[src/rtl/digitizer_pkg.sv]
// Shared definitions for the digitizer readout path: sequencer state encoding,
// the readout header marker nibble and the header word builder.
package digitizer_pkg;

  typedef enum logic [2:0] {
    IDLE,
    WAIT_RDY,
    ARMED,
    CAPTURE,
    READOUT,
    DONE
  } seq_state_t;

  localparam logic [3:0] HDR_NIBBLE = 4'hA;

  // Header word layout: marker nibble, channel index, low byte of event count.
  function automatic logic [15:0] hdr_build(input logic [3:0] ch, input logic [7:0] cnt);
    return {HDR_NIBBLE, ch, cnt};
  endfunction

endpackage

[src/rtl/readout_addr_ctr.sv]
// Buffer read address / channel index counter for the readout phase.
// Held at zero while inactive; spi_ss high rewinds the current channel.
// Optional header slot per channel when READOUT_HEADER_EN is defined.
module readout_addr_ctr
  import digitizer_pkg::*;
#(
  parameter int NCH = 4,
  parameter int AW  = 12,
  parameter int CW  = 2
) (
  input  logic          sysclk,
  input  logic          rst,
  input  logic          active,
  input  logic          spi_ss,
  input  logic          spi_done,
  input  logic [AW-1:0] words,
  output logic [AW-1:0] addr,
  output logic [CW-1:0] ch,
`ifdef READOUT_HEADER_EN
  output logic          hdr_pend,
`endif
  output logic          last
);

  localparam logic [CW-1:0] CH_LAST = CW'(NCH - 1);

  logic step, data_step, word_end;

  assign step     = active & ~spi_ss & spi_done;
  assign word_end = (addr == words - 1'b1);

`ifdef READOUT_HEADER_EN
  logic hdr_q;
  assign hdr_pend  = hdr_q;
  assign data_step = step & ~hdr_q;

  // Header pending at the start of every channel and after every rewind.
  always_ff @(posedge sysclk) begin
    if (rst || !active || spi_ss) hdr_q <= 1'b1;
    else if (step)                hdr_q <= ~hdr_q & word_end;
  end
`else
  assign data_step = step;
`endif

  assign last = data_step & word_end & (ch == CH_LAST);

  // Address walks 0..words-1 per channel, then the channel index advances.
  always_ff @(posedge sysclk) begin
    if (rst || !active) begin
      addr <= '0;
      ch   <= '0;
    end else if (spi_ss) begin
      addr <= '0;
    end else if (data_step) begin
      if (word_end) begin
        addr <= '0;
        ch   <= (ch == CH_LAST) ? '0 : ch + 1'b1;
      end else begin
        addr <= addr + 1'b1;
      end
    end
  end

endmodule

[src/rtl/readout_sequencer.sv]
// Event sequencer: arm -> wait for ADC ready -> trigger -> fixed capture
// window -> per-channel SPI readout -> event done.
// Optional build macro READOUT_HEADER_EN adds a header word per channel
// (hdr_sel / hdr_word ports).
module readout_sequencer
  import digitizer_pkg::*;
#(
  parameter  int NCH = 4,
  parameter  int AW  = 12,
  localparam int CW  = (NCH > 1) ? $clog2(NCH) : 1
) (
  input  logic           sysclk,
  input  logic           rst,
  input  logic           arm,
  input  logic           trigger_in,
  input  logic [NCH-1:0] adc_ready,
  input  logic [AW-1:0]  capture_len,
  input  logic [15:0]    word_num,
  input  logic           spi_ss,
  input  logic           spi_done,
  output logic           trig_out,
  output logic [NCH-1:0] read_request,
  output logic [AW-1:0]  read_address,
  output logic [CW-1:0]  ch_sel,
  output logic           busy,
  output logic           evt_done,
  output logic [15:0]    evt_count,
  output logic           overrun
`ifdef READOUT_HEADER_EN
  ,
  output logic           hdr_sel,
  output logic [15:0]    hdr_word
`endif
);

  localparam logic [NCH-1:0] ONE_HOT0 = NCH'(1);

  seq_state_t    state, state_nx;
  logic          trig_q, trig_edge, rd_last;
  logic [AW-1:0] cap_cnt, cap_last, words;
  logic          unused_word_num;

  // Upper word_num bits are ignored: the count wraps modulo 2^AW.
  assign words           = word_num[AW-1:0];
  assign unused_word_num = ^word_num;
  assign trig_edge       = trigger_in & ~trig_q;
  assign cap_last        = (capture_len == '0) ? '0 : capture_len - 1'b1;

`ifdef READOUT_HEADER_EN
  logic hdr_pend;
  assign hdr_sel  = (state == READOUT) & hdr_pend;
  assign hdr_word = hdr_build(4'(ch_sel), evt_count[7:0]);
`endif

  readout_addr_ctr #(.NCH(NCH), .AW(AW), .CW(CW)) u_ctr (
    .sysclk   (sysclk),
    .rst      (rst),
    .active   (state == READOUT),
    .spi_ss   (spi_ss),
    .spi_done (spi_done),
    .words    (words),
    .addr     (read_address),
    .ch       (ch_sel),
`ifdef READOUT_HEADER_EN
    .hdr_pend (hdr_pend),
`endif
    .last     (rd_last)
  );

  // State register.
  always_ff @(posedge sysclk) begin
    if (rst) state <= IDLE;
    else     state <= state_nx;
  end

  // Next-state and state-decoded outputs.
  always_comb begin
    state_nx     = state;
    busy         = (state != IDLE);
    evt_done     = (state == DONE);
    read_request = '0;
    case (state)
      IDLE:     if (arm) state_nx = WAIT_RDY;
      WAIT_RDY: if (&adc_ready) state_nx = ARMED;
      ARMED:    if (trig_edge) state_nx = CAPTURE;
      CAPTURE:  if (cap_cnt == cap_last) state_nx = (words == '0) ? DONE : READOUT;
      READOUT: begin
        read_request = ONE_HOT0 << ch_sel;
        if (rd_last) state_nx = DONE;
      end
      DONE:     state_nx = IDLE;
      default:  state_nx = IDLE;
    endcase
  end

  // Trigger history, trigger pulse, capture timer, overrun flag, event counter.
  always_ff @(posedge sysclk) begin
    if (rst) begin
      trig_q    <= 1'b0;
      trig_out  <= 1'b0;
      overrun   <= 1'b0;
      cap_cnt   <= '0;
      evt_count <= '0;
    end else begin
      trig_q   <= trigger_in;
      trig_out <= (state == ARMED) && trig_edge;
      if (trig_edge && state != ARMED) overrun <= 1'b1;
      cap_cnt  <= (state == CAPTURE) ? cap_cnt + 1'b1 : '0;
      if (state == DONE) evt_count <= evt_count + 1'b1;
    end
  end

endmodule

[config.mk]
export PLATFORM = sky130hd
export DESIGN_NAME = readout_sequencer
export DESIGN_NICKNAME = d
export VERILOG_FILES = /design/src/rtl/digitizer_pkg.sv /design/src/rtl/readout_addr_ctr.sv /design/src/rtl/readout_sequencer.sv
export SDC_FILE = /design/constraint.sdc
export NUM_CORES = 1
export LEC_CHECK = 0
export BUFFER_PORTS_ARGS = -buffer_cell sky130_fd_sc_hd__buf_4
export CAP_MARGIN = 10
export CELL_PAD_IN_SITES_DETAIL_PLACEMENT = 1
export CELL_PAD_IN_SITES_GLOBAL_PLACEMENT = 2
export CORE_ASPECT_RATIO = 1.5
export CORE_MARGIN = 5
export CORE_UTILIZATION = 34
export DETAILED_ROUTE_END_ITERATION = 10
export GPL_TIMING_DRIVEN = 1
export PLACE_DENSITY_LB_ADDON = 0.1
export RECOVER_POWER = 25
export SYNTH_ARGS = -nofsm -noshare
export SYNTH_HDL_FRONTEND = slang
export SYNTH_SLANG_ARGS = --single-unit
[constraint.sdc]
create_clock -name sysclk -period 5.6 [get_ports sysclk]
set_clock_uncertainty 0.2 [all_clocks]
set_input_delay 1.12 -clock sysclk [delete_from_list [all_inputs] [get_ports sysclk]]
set_output_delay 1.12 -clock sysclk [all_outputs]
set_load 0.05 [all_outputs]
; Word-level counts from Yosys, hierarchy flattened
; Index checks and enable logic that the tools add are counted.
[totals]
regBits = 48
out_inout_bits = 38
wordCells = 61
[classes]
add_sub_neg = 6
n_eq_ne = 14
shift = 1
muxes = 11
bitwise_logic = 8
n_reduce_logical = 13
[op_table]
columns = cell, n
row1 = "12-bit by 1-bit adder with 12-bit output, second input constant", 2
row2 = 12-bit == test, 2
row3 = 12-bit logical NOT, 2
row4 = 12-bit 2-to-1 mux, 2
row5 = "12-bit by 1-bit subtractor with 12-bit output, second input constant", 2
row6 = "16-bit by 1-bit adder with 16-bit output, second input constant", 1
row7 = 3-bit 2-to-1 mux, 5
row8 = 3-bit one-hot mux with 5 select lines, 1
row9 = "2-bit inequality test, second input constant", 5
row10 = "3-bit by 2-bit == test with 1-bit output, second input constant", 2
row11 = "3-bit == test, second input constant", 2
row12 = 1-bit bitwise AND, 5
row13 = 5-bit AND reduction, 1
row14 = 4-bit 2-to-1 mux, 1
row15 = 4-bit AND reduction, 1
row16 = 2-bit OR reduction, 2
row17 = "1-bit by 2-bit << shifter with 4-bit output, first input constant", 1
row18 = "3-bit by 1-bit == test with 1-bit output, second input constant", 1
row19 = 3-bit logical NOT, 1
row20 = "3-bit by 2-bit inequality test with 1-bit output, second input constant", 1
row21 = 1-bit inverter, 3
row22 = 3-bit AND reduction, 1
row23 = 3-bit nonzero test, 1
row24 = "2-bit by 1-bit adder with 2-bit output, second input constant", 1
row25 = other kinds (6), 7

; Longest topological paths before layout
[logic_depth]
ltp_word = 7
depth_mapped = 10
ltp_nobuf = 10

; Hierarchy
; A second synthesis with hierarchy kept.
[unflattened]
cells_unflattened = 406
area_unflattened_um2 = 3120.5
[modules_own_cells]
columns = mod, instances, cells_per_inst, area_per_inst_um2, seq_area_each_um2
row1 = readout_sequencer, 1, 267, 2045.7, 680.7
row2 = readout_addr_ctr, 1, 139, 1074.8, 280.3

; Worst setup path after synthesis
; No wires, ideal clock.
[synth_path]
path_kind = input to register
start = in capture_len[0]
end = reg state[1]
setup_ns = 0.071
arrival_ns = 3.303
slack_ns = 2.026
path_stages = 10
n_path_buf = 0
cell_sequence = inv_1 ha_1 or3b_2 nor3_1 mux2i_1 xnor2_1 nor4_1 a31oi_1 a311o_1 a21oi_1
[synth_via]
elab_chain_cells = 5
word_cells_on_any_way = 6
[synth_rtl]
columns = element, line
row1 = from (decl), readout_sequencer.sv:17  ; input logic [AW-1:0] capture_len,
row2 = 12-bit by 1-bit subtractor with 12-bit output / 12-bit logical NOT (equally long branches), readout_sequencer.sv:47  ; assign cap_last = (capture_len == '0) ? '0 : capture_len - 1'b1;
row3 = 12-bit 2-to-1 mux *, readout_sequencer.sv:47
row4 = 12-bit == test *, readout_sequencer.sv:86  ; CAPTURE: if (cap_cnt == cap_last) state_nx = (words == '0) ? DONE : READOUT;
row5 = 2-bit inequality test (no source line) *, n/a
row6 = 5-bit AND reduction (no source line) *, n/a
row7 = to (signal assigned), readout_sequencer.sv:73  ; else state <= state_nx;
row8 = to (decl), readout_sequencer.sv:38  ; seq_state_t state, state_nx;
; Every way passes the cells marked *; elsewhere a longest branch is shown, timed or not.
; A chain may end at the register's enable or synchronous reset.

; Final worst setup path
; Ends and elaborated chain as after synthesis.

==> impl_metrics.json <==
{
  "final-hold-violation-count": 0,
  "max_cap_violations": 0,
  "final_util": 0.4260,
  "clockRootBuffer": "clkbuf_16",
  "status": "complete, no violations",
  "core_um2": 9254,
  "cp.required_ns": 5.60,
  "yosysUniqueCellTypes": 55,
  "powerDensity_nw_per_um2": 189.0,
  "start_util": 0.3463,
  "crit_arrival_ns": 3.88,
  "grt_pass1_vias": 3153,
  "wire_per_inst_um": 16.40,
  "synth-async-reset-ratio": 0,
  "die_area_um2": 11510,
  "cts_hold_buffers": 0,
  "track_usage": 0.1688,
  "clk_pin_slew_ns": 0.07,
  "synth_edf_count": 0,
  "fmax_ghz": 0.2582,
  "cts_sinks": 48,
  "hold_path_class": "reg2reg",
  "core.rowCount": 43,
  "slew_headroom": 0.1713,
  "h-tree-depth": 2,
  "critPathCaptureType": "register",
  "synth.largest_area_cell": "dfxtp_1",
  "ys_warn_count": 0,
  "drive_above_1_share": 0.1974,
  "antenna_cells": 0,
  "synthTopCellsByCount": "dfxtp_1, nor2_1, xnor2_1",
  "netlist_instances": 394,
  "dp_hpwl_um": 7569,
  "io_pins": 76,
  "gr-total-overflow": 0,
  "cts_inserted_buffers": 5,
  "syn-cell-area_um2": 3204,
  "nets": 502,
  "port-buffer-count": 71,
  "ir_drop_mv": 0.1324,
  "finalSetupViolations": 0,
  "antenna_found_initial": 0,
  "drt_iter0_markers": 55,
  "startpoint_type": "input port",
  "vias_per_cell": 5.373,
  "crit_type": "in2reg",
  "power_w": 0.0007453,
  "synth_top_cell_area_share": 0.2999,
  "grt_setup_unrepaired": "no",
  "postCtsSetupBuffers": 0,
  "num_vias": 3052,
  "cts_resized": 0,
  "cp_max_fo": 10,
  "cts_tree": "built",
  "die_h_um": 128.9,
  "worstSkewPairLatency_ns": 0.29,
  "syn_area_per_cell_um2": 8.133,
  "dr.pass1.iters": 4,
  "leakagePower_nw": 1.527,
  "ys_ff_latch": 48,
  "wl_um": 9315,
  "ant_nets": 0,
  "drv_slew": 0,
  "grt_max_degree": 27,
  "areaGrowthSynthToFinish_pct": 23.04,
  "yosysSeqAreaShare": 0.2999,
  "fin_setup_tns_ns": 0,
  "final.min_clock_period_ns": 3.873,
  "synth.net_count": 441,
  "synth.area.top_cells": "dfxtp_1, xnor2_1, xor2_1",
  "die_w_um": 89.27,
  "gp_congestion": 0.8287,
  "min_period_over_period": 0.6917,
  "tightest_slew_ns": 1.243,
  "cts_max_path_buffers": 2,
  "synthFlopType": "dfxtp_1",
  "grt_pass1_wl_um": 15240,
  "drc": 0
}
[critical path: stages]
cell and delay (ns):
buf_4 0.14, inv_1 0.05, ha_1 0.24, nor3b_2 0.56, nand3_1 0.32, a2111oi_2 0.37
o2111ai_1 0.16, and4bb_1 0.36, a31oi_1 0.10, a311o_1 0.34, a21oi_1 0.12
[worst paths after layout]
path,startpoint,to,slack (ns),depth (start not counted)
worst max-delay path,capture_len[0],state[1],1.73,11
worst min-delay path,overrun,overrun,0.28,2
worst max register to register,state[2],u_ctr.ch[0],2.69,7
worst min register to register,overrun,overrun,0.28,2
[placed cells by master (no fill, tap or decap), drive strengths merged, types with 11 or more instances in the layout]
cell | synthesis | layout
a21oi | 15 | 15
and3 | 12 | 12
buf | 4 | 69
dfxtp | 48 | 48
inv | 16 | 16
nand2 | 24 | 24
nand3 | 14 | 14
nand4 | 11 | 11
nor2 | 48 | 48
nor3 | 12 | 12
o21ai | 14 | 14
xnor2 | 27 | 27
xor2 | 23 | 23
[stage by stage]
stage / setup WS, ns / cells / cell area, µm² / hold slack (ns)
after global placement: 1.393 / 560 / 3809 / 0.2611
after CTS: 1.672 / 568 / 3950 / 0.2899
after detailed placement: 1.378 / 560 / 3809 / 0.2741
final: 1.727 / 568 / 3943 / 0.2786
after global routing: 1.421 / 568 / 3943 / 0.3053
after floorplan: 2.026 / 394 / 3204 / 0.2559
[per-layer routing]
layer  vias to the layer above  GRT usage  routed length [µm]
met4                         0    0.07274                 338
met5                         -          0                   0
li1                       1517          -                   -
met3                        21    0.03267                 361
met2                        56     0.3131                5089
met1                      1458     0.1793                3526
[area by class of cell]
type,instances,area (µm²)
multi-input cells,313,2115
repair buffers,71,525.5
fillers,1147,5311
clock buffers,7,132.6
clock inverters,1,8.758
inverters,16,60.06
flip-flops and latches,48,960.9
well taps,112,140.1
[registers in the layout, summed over array words and instances (netlist names)]
name        count
overrun         1
trig_out        1
u_ctr.ch        2
u_ctr.addr     12
evt_count      16
trig_q          1
state           3
cap_cnt        12
[cells by family after synthesis]
kind of cell             share of synthesized area
AO/OA/AOI/OAI                               0.1210
XOR/XNOR                                    0.1441
adder cells (fa/ha/maj)                    0.03514
buffers and inverters                      0.04022
flip-flops                                  0.2999
multiplexers                               0.02187
AND/OR/NAND/NOR                             0.3378
[where the power goes]
part	leakage, nW	internal [W]	switching, W	total, W
logic	1.07	0.0000442	0.0000546	0.0000988
registers	0.387	0.000344	0.00000555	0.000350
clock network	0.0681	0.000167	0.000130	0.000297
No activity file was read; power rests on OpenSTA's default activity.
